### src/rtl/data_sram_bridge.sv
// Core data port to SRAM-like bus bridge: one outstanding access, IDLE/ADDR/DATA/DONE.
// Optional DATA-phase timeout abort enabled by defining DSB_TIMEOUT_EN.
module data_sram_bridge #(
  parameter int unsigned TIMEOUT_CYCLES = 255
) (
  input  logic        clk,
  input  logic        rst,
  input  logic        mem_enM,
  input  logic [3:0]  memwriteM,
  input  logic [31:0] dataadr,
  input  logic [31:0] writedataM,
  output logic [31:0] readdataM,
  input  logic        longest_stall,
  output logic        d_stall,
  output logic        data_req,
  output logic        data_wr,
  output logic [1:0]  data_size,
  output logic [31:0] data_addr,
  output logic [31:0] data_wdata,
  input  logic        data_addr_ok,
  input  logic        data_data_ok,
  input  logic [31:0] data_rdata,
  output logic        err
);

  typedef enum logic [1:0] {IDLE, ADDR, DATA, DONE} state_t;

  state_t      state, stateNext;
  logic [31:0] rdataQ;
  logic        reqComb, stallComb;
  logic        dataDone;
  logic        timeoutHit;

  assign dataDone = (state == DATA) && data_data_ok;

`ifdef DSB_TIMEOUT_EN
  localparam int unsigned CW = $clog2(TIMEOUT_CYCLES + 1);
  localparam logic [CW-1:0] LAST = CW'(TIMEOUT_CYCLES - 1);

  logic [CW-1:0] cnt;
  logic          errQ;

  // Counter is held at zero outside DATA, so it restarts on every entry.
  always_ff @(posedge clk or negedge rst) begin
    if (!rst) begin
      cnt  <= '0;
      errQ <= 1'b0;
    end else begin
      if (state != DATA)      cnt <= '0;
      else if (!data_data_ok) cnt <= cnt + 1'b1;
      if (timeoutHit)         errQ <= 1'b1;
    end
  end

  assign timeoutHit = (state == DATA) && !data_data_ok && (cnt == LAST);
  assign err        = errQ;
`else
  assign timeoutHit = 1'b0;
  assign err        = 1'b0;
`endif

  always_ff @(posedge clk or negedge rst) begin
    if (!rst) begin
      state  <= IDLE;
      rdataQ <= '0;
    end else begin
      state <= stateNext;
      if (dataDone)        rdataQ <= data_rdata;
      else if (timeoutHit) rdataQ <= '0;
    end
  end

  always_comb begin
    stateNext = state;
    reqComb   = 1'b0;
    stallComb = 1'b0;
    case (state)
      IDLE: if (mem_enM) begin
        reqComb   = 1'b1;
        stallComb = 1'b1;
        stateNext = data_addr_ok ? DATA : ADDR;
      end
      ADDR: begin
        reqComb   = 1'b1;
        stallComb = 1'b1;
        if (data_addr_ok) stateNext = DATA;
      end
      DATA: begin
        if (data_data_ok)    stateNext = longest_stall ? DONE : IDLE;
        else if (timeoutHit) stateNext = IDLE;
        else                 stallComb = 1'b1;
      end
      DONE: if (!longest_stall) stateNext = IDLE;
      default: stateNext = IDLE;
    endcase
  end

  always_comb begin
    case (memwriteM)
      4'b1111:                            data_size = 2'd2;
      4'b0011, 4'b1100:                   data_size = 2'd1;
      4'b0001, 4'b0010, 4'b0100, 4'b1000: data_size = 2'd0;
      default:                            data_size = 2'd2;
    endcase
  end

  // Outputs are gated by reset directly so they are quiet while rst is low.
  assign data_req   = rst && reqComb;
  assign d_stall    = rst && stallComb;
  assign readdataM  = !rst ? '0 : (dataDone ? data_rdata : rdataQ);
  assign data_addr  = dataadr;
  assign data_wdata = writedataM;
  assign data_wr    = |memwriteM;

endmodule

### config.mk
export PLATFORM = sky130hd
export DESIGN_NAME = data_sram_bridge
export DESIGN_NICKNAME = d
export VERILOG_FILES = /design/src/rtl/data_sram_bridge.sv
export SDC_FILE = /design/constraint.sdc
export NUM_CORES = 1
export LEC_CHECK = 0
export BUFFER_PORTS_ARGS = -buffer_cell sky130_fd_sc_hd__buf_2
export CORE_MARGIN = 5
export CORE_UTILIZATION = 26
export DETAILED_ROUTE_END_ITERATION = 10
export GPL_TIMING_DRIVEN = 0
export PLACE_DENSITY_LB_ADDON = 0.25
export SKIP_CTS_REPAIR_TIMING = 1
export SYNTH_ARGS = -nofsm -noshare
export SYNTH_HDL_FRONTEND = slang
export SYNTH_SLANG_ARGS = --single-unit
### constraint.sdc
create_clock -name clk -period 1.8 [get_ports clk]
set_clock_uncertainty 0.15 [all_clocks]
set_input_delay 0.09 -clock clk [delete_from_list [all_inputs] [get_ports clk]]
set_output_delay 0.09 -clock clk [all_outputs]
set_load 0.02 [all_outputs]
==> reports/qor.csv <==
stage,metric,value,unit
global_routing,grt_pass1_vias,2388,
placement,hpwlAfterDp,5670,µm
pwr,irDropWorstVdd,0.4918,mV
cells_and_area,syn_to_final_growth,58.54,%
flow_run,cap_violations,0,
global_routing,met3_usage,0.03876,
cells_and_area,fin_nets,559,
outcome,status,"finished, violations left",
synth,synth_area_per_cell,10.09,µm²
cells_and_area,drive_gt1_frac,0.6101,
synth,netlist_instances,262,
routing,ant_nets,0,
routing,routedWlPerCell,13.21,µm
setup_path,required,1560,ps
pwr,power.leakage,0.002229,µW
sta,grt_setup_unrepaired,true,
placement,numPortBuffers,142,
cts,cts_max_level,2,
synth,ys.flop_type,dfrtp_1,
floorplanning,io_pins,208,
sta,report.final.setup_viol,11,
synth,synth-seq-cells,34,
global_routing,grt_pass1_wl,11510,µm
routing,first_pass_iters,4,
placement,place_inst,537,
setup_path,worstSetupStartpointType,flip-flop,
cells_and_area,instances_no_fill,587,
cells_and_area,final.fill_count,948,
outcome,violations,negative setup slack,
cells_and_area,multi_input_area,0.001206,mm²
setup_path,crit_fanout,10,
cts,cts_tree,yes,
routing,drc_errors,0,
setup_path,worstSetupEndpointType,output pin,
cts,clock_latency,270,ps
global_routing,grt_max_degree,37,
routing,drt-total-wl,7754,µm
global_routing,grt-ovfl-total,0,
cells_and_area,antenna_cells,0,
cells_and_area,final_cell_mix,"buf_2, buf_4, nand2_1",
synth,synth_top_family_by_area,multiplexers,
routing,drt_iter0_drc,45,
routing,num_vias,2396,
setup_path,cp.arrival,1610,ps
synth,yosysSeqAreaShare,0.3218,
sta,setup_tns,-195.7,ps
synth,async_reset_ff_frac,1.000,
cts,clk_pin_slew,70,ps
synth,synth_nets,368,
sta,finalCriticalPeriod,1847,ps
cts,cts.sinks,34,
cells_and_area,seq_area,853.3,µm²
global_routing,antenna_found_initial,0,
synth,synth_compound_gate_area_share,0.01846,
floorplanning,core_area,0.009864,mm²
cells_and_area,final_common_cell,buf_2,
synth,yosysUniqueCellTypes,25,
global_routing,use_met1,0.1288,
cts,ctsLongestPathBuffers,2,
placement,place.gp.congestion,0.6697,
synth,synth_xor_area_frac,0.003313,
cts,cts_inserted_buffers,5,
sta,timing.hold.ws,57.54,ps
cts,cts_root_buffer,clkbuf_8,
floorplanning,start_util,0.2680,
global_routing,grt_most_used_layer,met2,
sta,finalHoldViolations,0,
floorplanning,dieWidth,110.8,µm
floorplanning,die_y,110.8,µm
global_routing,use_met2,0.2015,
global_routing,grt_use_total,0.1126,
synth,synth.area.mux_share,0.3043,
synth,synth_fa_ha_area_frac,0,
synth,synth_simple_gate_area_share,0.1183,
sta,slew_viol_final,0,
synth,syn_area,0.002644,mm²
sta,timing.fmax,541.4,MHz
worst_hold_path,worstHoldPathType,primary input to flip-flop,
sta,fin_ws,-47.18,ps
routing,via_per_inst,4.082,
synth,synth_edf_count,0,
floorplanning,floorplan.rows,36,
floorplanning,design.die.area,0.01229,mm²
setup_path,worstSetupPathType,flip-flop to output pin,
pwr,power_density,1168,mW/mm²
synth,ys_warn_count,0,
sta,fin_crit_sh,1.026,
stage by stage:
stage               utilization  setup slack, ps  cell area, µm²  power [µW]
finish                   0.4249           -47.18            4192        4896
global placement         0.3569           -531.8            3521        3820
global route             0.4249           -136.3            4192        5219
detailed placement       0.3569           -593.5            3521        3860
floorplan                     -            224.8            2644        3231
CTS                      0.3677           -588.3            3627        4596
synthesized netlist by cell type, types with 2 or more instances:
| cell type | count | area (µm²) |
|---|---|---|
| mux2_2 | 3 | 33.78 |
| nand2_1 | 65 | 244.0 |
| dfrtp_1 | 34 | 850.8 |
| buf_6 | 4 | 45.04 |
| buf_8 | 3 | 45.04 |
| mux2i_1 | 32 | 320.3 |
| mux2_4 | 30 | 450.4 |
| buf_2 | 2 | 10.01 |
| clkbuf_1 | 5 | 18.77 |
| buf_4 | 65 | 488.0 |
| inv_1 | 2 | 7.510 |
| nor2_1 | 4 | 15.01 |
registers in the layout, indices dropped and copies added (netlist names):
name	cells
rdataQ	32
state	2
where the power goes:
group          switching, µW  leakage, µW  internal [µW]
Clock                    282    0.0000524            415
Combinational           1210      0.00178           1600
Sequential               224     0.000401           1160
worst paths after layout:
check	start	end	slack (ps)	cells past startpoint
setup / recovery	state[0]$_DFFE_PN0P_	readdataM[17]	-50	5
hold / removal	data_data_ok	state[1]$_DFFE_PN0P_	60	3
setup reg to reg	state[0]$_DFFE_PN0P_	rdataQ[22]$_DFF_PN0_	300	4
hold reg to reg	rdataQ[2]$_DFF_PN0_	rdataQ[2]$_DFF_PN0_	360	1
max in group asynchronous	rst	state[1]$_DFFE_PN0P_	1100	3
min in group asynchronous	rst	rdataQ[25]$_DFF_PN0_	190	3
per-layer routing:
layer  share of wire  vias up  routed length [µm]
met2            0.53      110                4094
li1                -     1171                   -
met4           0.014        0                 109
met5               0        -                   0
met1            0.38     1106                2959
met3           0.076        9                 590
logic make-up (layout without fill, tap and decap cells):
kind of cell              after synthesis  count (layout)
and+or+nand+nor                        74              74
other                                   1               1
DFF                                    34              34
buffers and inverters                  81             273
muxes                                  65              65
AOI/OAI and AO/OA                       6               6
xor gates and xnor gates                1               1
critical path, cell delays in order, from the launching register on:
cell and delay [ps]:
dfrtp_2 400, and3b_1 220, buf_6 140, buf_12 150, mux2i_2 230, buf_4 170
cell type report:
type / instances / area share
Buffer: 79 / 0.1496
Tap cell: 133 / 0.03970
Inverter: 2 / 0.001791
Sequential cell: 34 / 0.2036
Multi-Input combinational cell: 147 / 0.2878
Timing Repair Buffer: 184 / 0.2922
Clock inverter: 1 / 0.007164
Clock buffer: 7 / 0.01821
(Power assumes the default switching activity.)
